--- config.mk ---
export PLATFORM = sky130hd
export DESIGN_NAME = ram_arbiter
export DESIGN_NICKNAME = d
export VERILOG_FILES = /design/src/rtl/ram_arbiter.sv
export SDC_FILE = /design/constraint.sdc
export NUM_CORES = 1
export LEC_CHECK = 0
export ABC_AREA = 1
export CAP_MARGIN = 40
export CORE_ASPECT_RATIO = 1.5
export CORE_MARGIN = 5
export CORE_UTILIZATION = 45
export DETAILED_ROUTE_END_ITERATION = 8
export DONT_BUFFER_PORTS = 1
export HOLD_SLACK_MARGIN = 0.05
export PLACE_DENSITY = 0.57
export SETUP_SLACK_MARGIN = 0.02
export SYNTH_ARGS = -nofsm -noshare
export SYNTH_HDL_FRONTEND = slang
export SYNTH_SLANG_ARGS = --single-unit
--- constraint.sdc ---
create_clock -name clk -period 5.4 [get_ports clk]
set_clock_uncertainty 0.05 [all_clocks]
set_input_delay 1.62 -clock clk [delete_from_list [all_inputs] [get_ports clk]]
set_output_delay 1.62 -clock clk [all_outputs]
set_load 0.02 [all_outputs]
--- src/rtl/ram_arbiter.sv ---
// Two-requester (CPU / host) arbiter for a single-port 8-bit RAM, with wait-count starvation
// override, host burst locking and in-order read return. Define ARB_RR_EN for round-robin ties.
module ram_arbiter #(
    parameter int RD_LAT   = 1,
    parameter int MAX_WAIT = 4,
    parameter int LOCK_MAX = 16
) (
    input  logic       clk,
    input  logic       rst,
    input  logic       cpu_req,
    input  logic       cpu_we,
    input  logic [7:0] cpu_addr,
    input  logic [7:0] cpu_wdata,
    output logic       cpu_gnt,
    output logic       cpu_rvalid,
    output logic [7:0] cpu_rdata,
    output logic       cpu_stall,
    input  logic       host_req,
    input  logic       host_we,
    input  logic [7:0] host_addr,
    input  logic [7:0] host_wdata,
    input  logic       host_lock,
    output logic       host_gnt,
    output logic       host_rvalid,
    output logic [7:0] host_rdata,
    output logic [7:0] ram_addr,
    output logic [7:0] ram_data,
    output logic       ram_rden,
    output logic       ram_wren,
    input  logic [7:0] ram_q
);
    localparam int WW = ($clog2(MAX_WAIT + 1) < 3) ? 3 : $clog2(MAX_WAIT + 1);
    localparam int LW = $clog2(LOCK_MAX + 1);
    localparam logic [WW-1:0] WAIT_SAT = WW'(MAX_WAIT);
    localparam logic [LW-1:0] LOCK_SAT = LW'(LOCK_MAX);

    typedef enum logic [1:0] {IDLE, CPU_OWN, HOST_OWN, HOST_LOCK} state_e;

    state_e          state_q, state_d;
    logic [WW-1:0]   cpu_wait_q, cpu_wait_d, host_wait_q, host_wait_d;
    logic [LW-1:0]   lock_cnt_q, lock_cnt_d;
    logic            last_host_q, last_host_d;
    logic [RD_LAT-1:0] rd_vld_q, rd_own_q;
    logic [7:0]      cpu_rdata_q, host_rdata_q;

    logic force_rel, cpu_starve, host_starve, host_wins;

    always_comb begin
        force_rel   = (state_q == HOST_LOCK) && (lock_cnt_q == LOCK_SAT);
        cpu_starve  = (cpu_wait_q == WAIT_SAT);
        host_starve = (host_wait_q == WAIT_SAT);
        host_wins   = 1'b0;
        if (cpu_starve && host_starve)
            host_wins = ~last_host_q;
        else if (host_starve)
            host_wins = 1'b1;
        else if (cpu_starve)
            host_wins = 1'b0;
        else
`ifdef ARB_RR_EN
            host_wins = ~last_host_q;
`else
            host_wins = 1'b0;
`endif

        cpu_gnt  = 1'b0;
        host_gnt = 1'b0;
        if (!rst) begin
            if (force_rel) begin
                cpu_gnt = cpu_req;
            end else if (state_q == HOST_LOCK && host_req) begin
                host_gnt = 1'b1;
            end else begin
                host_gnt = host_req & (~cpu_req | host_wins);
                cpu_gnt  = cpu_req & ~host_gnt;
            end
        end
    end

    always_comb begin
        state_d     = IDLE;
        lock_cnt_d  = '0;
        last_host_d = last_host_q;
        if (host_gnt) begin
            state_d     = host_lock ? HOST_LOCK : HOST_OWN;
            last_host_d = 1'b1;
            if (host_lock)
                lock_cnt_d = (state_q == HOST_LOCK) ? lock_cnt_q + 1'b1 : LW'(1);
        end else if (cpu_gnt) begin
            state_d     = CPU_OWN;
            last_host_d = 1'b0;
        end

        // CPU wait count is held while the host owns a locked burst
        if (!cpu_req || cpu_gnt)
            cpu_wait_d = '0;
        else if (state_q == HOST_LOCK || cpu_starve)
            cpu_wait_d = cpu_wait_q;
        else
            cpu_wait_d = cpu_wait_q + 1'b1;

        if (!host_req || host_gnt)
            host_wait_d = '0;
        else if (host_starve)
            host_wait_d = host_wait_q;
        else
            host_wait_d = host_wait_q + 1'b1;
    end

    always_comb begin
        ram_addr = 8'h00;
        ram_data = 8'h00;
        ram_wren = 1'b0;
        ram_rden = 1'b0;
        if (host_gnt) begin
            ram_addr = host_addr;
            ram_data = host_wdata;
            ram_wren = host_we;
            ram_rden = ~host_we;
        end else if (cpu_gnt) begin
            ram_addr = cpu_addr;
            ram_data = cpu_wdata;
            ram_wren = cpu_we;
            ram_rden = ~cpu_we;
        end
    end

    // Stale in-flight reads are masked while rst is high and flushed by it
    assign cpu_stall   = ~rst & cpu_req & ~cpu_gnt;
    assign cpu_rvalid  = ~rst & rd_vld_q[RD_LAT-1] & ~rd_own_q[RD_LAT-1];
    assign host_rvalid = ~rst & rd_vld_q[RD_LAT-1] &  rd_own_q[RD_LAT-1];
    assign cpu_rdata   = rst ? 8'h00 : (cpu_rvalid  ? ram_q : cpu_rdata_q);
    assign host_rdata  = rst ? 8'h00 : (host_rvalid ? ram_q : host_rdata_q);

    always_ff @(posedge clk) begin
        if (rst) begin
            state_q      <= IDLE;
            cpu_wait_q   <= '0;
            host_wait_q  <= '0;
            lock_cnt_q   <= '0;
            last_host_q  <= 1'b1;
            rd_vld_q     <= '0;
            rd_own_q     <= '0;
            cpu_rdata_q  <= 8'h00;
            host_rdata_q <= 8'h00;
        end else begin
            state_q     <= state_d;
            cpu_wait_q  <= cpu_wait_d;
            host_wait_q <= host_wait_d;
            lock_cnt_q  <= lock_cnt_d;
            last_host_q <= last_host_d;
            rd_vld_q[0] <= ram_rden;
            rd_own_q[0] <= host_gnt;
            for (int i = 1; i < RD_LAT; i++) begin
                rd_vld_q[i] <= rd_vld_q[i-1];
                rd_own_q[i] <= rd_own_q[i-1];
            end
            if (cpu_rvalid)
                cpu_rdata_q <= ram_q;
            if (host_rvalid)
                host_rdata_q <= ram_q;
        end
    end
endmodule

==> results of run 1 <==
[layout by cell type (no fill, tap or decap), drive strengths merged]
master | Yosys | layout
a21oi | 1 | 1
xor2 | 6 | 6
dfxtp | 31 | 31
nor3 | 4 | 4
buf | 11 | 5
clkbuf | 1 | 5
nor2 | 16 | 16
nand3b | 2 | 2
nand4 | 1 | 1
inv | 19 | 19
clkinv | 1 | 2
xnor2 | 1 | 1
o21ai | 18 | 18
nand3 | 42 | 42
ha | 6 | 6
clkinvlp | 0 | 2
nand2 | 69 | 69
[worst max path at each step]
stage                     from            end  slack (ns)  cells after the start
after floorplan            rst   cpu_rdata[0]        1.19                      4
after global placement     rst  host_rdata[5]        0.87                      4
after detailed placement   rst  host_rdata[5]        0.85                      4
after CTS                  rst  host_rdata[0]        0.84                      4
after global routing       rst   cpu_rdata[3]        0.63                      5
final                      rst  host_rdata[5]        0.85                      5
[layout make-up]
class                   count  share of cell area
clock buffers               5              0.0381
clock inverters             3              0.0111
inverters                  20              0.0416
multi-input cells         166               0.515
flip-flops and latches     31               0.343
well taps                  43              0.0298
repair buffers              5              0.0208
[worst max-delay path, cell delays in order]
cell and delay [ns]:
inv_2 0.23, nand2_1 0.15, nor2_2 0.45, nand2_1 0.10, o21ai_0 0.32
[state kept, by name (all words and copies together), names as in the netlist]
register	flops
state_q	2
host_rdata_q	8
cpu_wait_q	3
cpu_rdata_q	8
host_wait_q	3
last_host_q	1
lock_cnt_q	5
rd_vld_q	1
[through the flow]
step | util | instance area, sq um | setup slack (ns)
finish | 0.486 | 1810 | 0.855
global route | 0.486 | 1810 | 0.627
CTS | 0.486 | 1810 | 0.841
detailed placement | 0.462 | 1720 | 0.845
global placement | 0.462 | 1720 | 0.868
floorplan | - | 1750 | 1.19
[power groups by stage]
stage / clock network [mW] / registers (mW) / logic [mW]
final: 0.177 / 0.238 / 0.0609
after global routing: 0.197 / 0.238 / 0.0683
after CTS: 0.184 / 0.238 / 0.0621
after detailed placement: 0 / 0.243 / 0.0619
after global placement: 0 / 0.243 / 0.0617
after floorplan: 0 / 0.242 / 0.0602
[logic make-up after synthesis]
kind of cell / Yosys count
compound gates: 19
simple gates: 134
fa+ha+maj: 6
flops: 31
xor+xnor: 7
buf+inv: 32
[metal layers]
layer | global-route usage | vias up | part of all wire
li1 | - | 731 | -
met1 | 0.165 | 611 | 0.37
met2 | 0.261 | 69 | 0.50
met3 | 0.0611 | 4 | 0.12
met4 | 0.0592 | 0 | 0.016
met5 | 0 | - | 0
==> impl_metrics.tcl, run 1 <==
set metrics [dict create \
    instances_no_fill 273 \
    p_clk_frac 0.372 \
    start_util 0.470 \
    synth_edf_count 0 \
    die-area_sq_um 5250 \
    cp.required_ns 3.73 \
    power_frac_comb 0.128 \
    synth_cell_type_count 28 \
    first_iter_violations 65 \
    firstDrtPassIters 4 \
    intPower_mw 0.339 \
    timing.rr.start "lock_cnt_q[0]$_SDFF_PP0_" \
    grt_overflow 0 \
    hold_depth 2 \
    synth_compound_area_frac 0.0566 \
    drive_gt1_frac 0.170 \
    hold_end "last_host_q$_SDFFE_PP1P_" \
    setup_viol 0 \
    cts_buffers 5 \
    vias 1415 \
    synth_fp_nets 282 \
    cap_violations 0 \
    cts-root-buf "clkbuf_8" \
    multi_input_area_sq_um 931 \
    worst_r2r_path_depth 9 \
    antenna_found_initial 0 \
    ys_seq_area_frac 0.355 \
    slew_violations 0 \
    run_status "finished clean" \
    worst_ep_arrival_time_ns 2.88 \
    grt_usage 0.153 \
    viasPerCell 5.18 \
    hp-class "flip-flop to flip-flop" \
    synth_mux_area_frac 0 \
    synth_cells 229 \
    postRouteAntennaNets 0 \
    cts_htree_levels 2 \
    synth_flop_cell "dfxtp_1" \
    core_sq_um 3720 \
    r2r_end "cpu_wait_q[2]$_SDFFE_PP0N_" \
    criticalPathCategory "primary input to output port" \
    synthSimpleGateAreaFrac 0.398 \
    synthArstFlopShare 0 \
    fmax_mhz 220 \
    cts_setup_buffers 0 \
    synth-xor-area-share 0.0351 \
    synthAdderAreaFrac 0.0430 \
    synth.largest_area_cell "dfxtp_1" \
    portBuffers 0 \
    path_clk_slew_ns 0.07 \
    synth_top_area_frac 0.355 \
    clk_latency_ns 0.28 \
    finalPower_mw 0.476 \
    p_sw_mw 0.137 \
    grt_max_degree 24 \
    cp_max_fo 20 \
    place_congestion 0.727 \
    wirelength_mm 3.82 \
    worst_pin_slew_ns 0.778 \
    cp-start-kind "primary input" \
    yosys-top-cells-count "nand2_1 (63), nand3_1 (34), dfxtp_1 (31)" \
    netSwitchingFraction 0.287 \
    rrSetupSlack_ns 3.76 \
    ys_warn_count 0 \
    min_period_ns 4.55 \
    nets 282 \
    setup_tns_ns 0 \
    grt_pass1_vias 1350 \
    cts_sinks 31 \
    rsz0062_at_grt "false" \
    cts_max_path_buffers 2 \
    rows 27 \
    hpwl_mm 2.96 \
    peakVddDrop_mv 0.218 \
    drc 0 \
    ff_latch_area_sq_um 621 \
    power_frac_seq 0.500 \
    synth_top_family_by_area "simple AND/OR/NAND/NOR gates" \
    wl_per_cell_microns 14.0 \
    hold_buffers 0 \
    pin_count 86 \
    area_growth_pct 3.44 \
    hold_viol_final 0 \
    n_antenna_cell 0 \
    min_from "last_host_q$_SDFFE_PP1P_" \
    relSlewSlack 0.476 \
    synth.area.top_cells "dfxtp_1 (36%), nand2_1 (14%), nand3_1 (9.7%), o21ai_0 (5.2%), ha_1 (4.3%)" \
    yosysMostFrequentCell "nand2_1" \
    leakage_nw 0.788 \
    dp.cells 265 \
    hold_ws_ns 0.433 \
    grt_pass1_wl_mm 6.09 \
    finalCritPeriodShare 0.842 \
    power_density_nw_per_um2 263 \
    endpoint_kind "output port" \
    synth-seq-cells 31 \
    dieHeight_microns 86.3 \
    synth_area_sq_um 1750 \
    cts_tree "yes" \
    syn_area_per_cell_sq_um 7.63 \
    fp.dieW_microns 60.9 \
    fillers 382 \
    cts-resized-gates 0 \
]
No activity file was read; power rests on OpenSTA's default activity.
==> run 2: changes to the inputs <==
- PLACE_DENSITY: 0.57 -> 0.59
- clock period: 5.4 -> 4.06 ns (I/O delays scaled with it)
==> run 2 against run 1 <==
Clock-buffer cell count is 1 higher; die area stayed put; critical endpoint unchanged; register-to-register slack worse by 1.3 ns; wire length is 5.6% lower; final area is 7.8% higher; total power is 50% higher; worst hold slack better by 0.011 ns; sequential power is 33% higher; highest routed layer unchanged; non-clock buffer count is 15 higher; first-iteration DRC count is 23% lower; final cell count is 5.5% higher; critical path type unchanged; combinational power is 41% higher.
==> impl_metrics.tcl, run 2 (same netlist as run 1, synthesis figures left out) <==
set metrics [dict create \
    power_frac_comb 0.121 \
    cts_tree "yes" \
    hold_buffers 0 \
    hold_viol_final 0 \
    intPower_mw 0.535 \
    fmax_mhz 292 \
    power_frac_seq 0.443 \
    dieHeight_microns 86.3 \
    cts_htree_levels 2 \
    criticalPathCategory "primary input to output port" \
    area_growth_pct 11.5 \
    cp-start-kind "primary input" \
    antenna_found_initial 0 \
    setup_viol 0 \
    hpwl_mm 2.72 \
    cts-resized-gates 0 \
    p_clk_frac 0.436 \
    grt_pass1_wl_mm 5.60 \
    wl_per_cell_microns 12.5 \
    multi_input_area_sq_um 931 \
    viasPerCell 5.13 \
    postPlaceCellArea_sq_um 1830 \
    cts_buffers 5 \
    ff_latch_area_sq_um 621 \
    mostFrequentLayoutCells "nand2_1 (63), nand3_1 (34), dfxtp_1 (31)" \
    cts-root-buf "clkbuf_8" \
    grt_usage 0.141 \
    pin_count 86 \
    clk_latency_ns 0.28 \
    power_density_nw_per_um2 366 \
    start_util 0.470 \
    cts_max_path_buffers 2 \
    endpoint_kind "output port" \
    hp-class "flip-flop to flip-flop" \
    cts_sinks 31 \
    first_iter_violations 50 \
    postRouteAntennaNets 0 \
    final_core_util 0.524 \
    peakVddDrop_mv 0.312 \
    finalPower_mw 0.712 \
    cp_max_fo 17 \
    netSwitchingFraction 0.249 \
    slew_violations 0 \
    p_sw_mw 0.177 \
    worst_pin_slew_ns 0.585 \
    fillers 363 \
    grt_overflow 0 \
    path_clk_slew_ns 0.07 \
    place_congestion 0.768 \
    relSlewSlack 0.610 \
    core_sq_um 3720 \
    finalCritPeriodShare 0.844 \
    final_area_sq_um 1950 \
    cts_setup_buffers 0 \
    run_status "finished clean" \
    fp.dieW_microns 60.9 \
    rsz0062_at_grt "false" \
    leakage_nw 0.890 \
    grt_max_degree 40 \
    min_period_ns 3.43 \
    rows 27 \
    grt_pass1_vias 1278 \
    wirelength_mm 3.61 \
    reg.largest.list "cpu_rdata_q: 8 flops, host_rdata_q: 8 flops, lock_cnt_q: 5 flops" \
    drc 0 \
    die-area_sq_um 5250 \
    setup_tns_ns 0 \
    cap_violations 0 \
    worst_ep_arrival_time_ns 2.16 \
    drive_gt1_frac 0.220 \
    firstDrtPassIters 4 \
    layout.cells.most_common "nand2_1" \
    cp.required_ns 2.79 \
    n_antenna_cell 0 \
    nets 297 \
    vias 1476 \
    portBuffers 0 \
]
## run 2: cell type report
class,instances,area share
Clock buffer,6,0.0424
Clock inverter,2,0.0180
Inverter,20,0.0385
Multi-Input combinational cell,166,0.478
Sequential cell,31,0.319
Tap cell,43,0.0276
Timing Repair Buffer,20,0.0771
## run 2: stage by stage
| stage | std cells | setup WS (ns) | hold slack, ns |
|---|---|---|---|
| after detailed placement | 280 | 0.642 | 0.430 |
| final | 288 | 0.635 | 0.445 |
| after global placement | 280 | 0.640 | 0.415 |
| after global routing | 288 | 0.465 | 0.473 |
| after CTS | 288 | 0.634 | 0.449 |
| after floorplan | 229 | 0.655 | 0.392 |
## run 2: power groups by stage
stage,registers [mW],clock network [mW],logic (mW)
2_1_floorplan,0.322,0,0.0801
3_3_place_gp,0.323,0,0.0870
3_5_place_dp,0.323,0,0.0874
4_1_cts,0.316,0.324,0.0879
5_1_grt,0.317,0.337,0.0960
6_report,0.316,0.310,0.0860
## run 2: routing by layer
layer / GRT usage / share of wire / up-vias
met5: 0 / 0 / -
li1: - / - / 760
met3: 0.0611 / 0.15 / 7
met2: 0.245 / 0.46 / 76
met4: 0.0651 / 0.020 / 0
met1: 0.138 / 0.37 / 633
## run 2: worst paths after layout
check,startpoint,end,slack (ns),cells past startpoint
worst max-delay path,rst,host_rdata[5],0.63,6
worst min-delay path,last_host_q$_SDFFE_PP1P_,last_host_q$_SDFFE_PP1P_,0.44,2
worst max register to register,lock_cnt_q[0]$_SDFF_PP0_,lock_cnt_q[0]$_SDFF_PP0_,2.43,9
worst min register to register,last_host_q$_SDFFE_PP1P_,last_host_q$_SDFFE_PP1P_,0.44,2
## run 2: worst max-delay path, cell delays in order
cell     delay, ns
inv_2         0.03
nand2_1       0.07
nor2_2        0.46
nand2_1       0.09
o21ai_0       0.10
buf_4         0.17
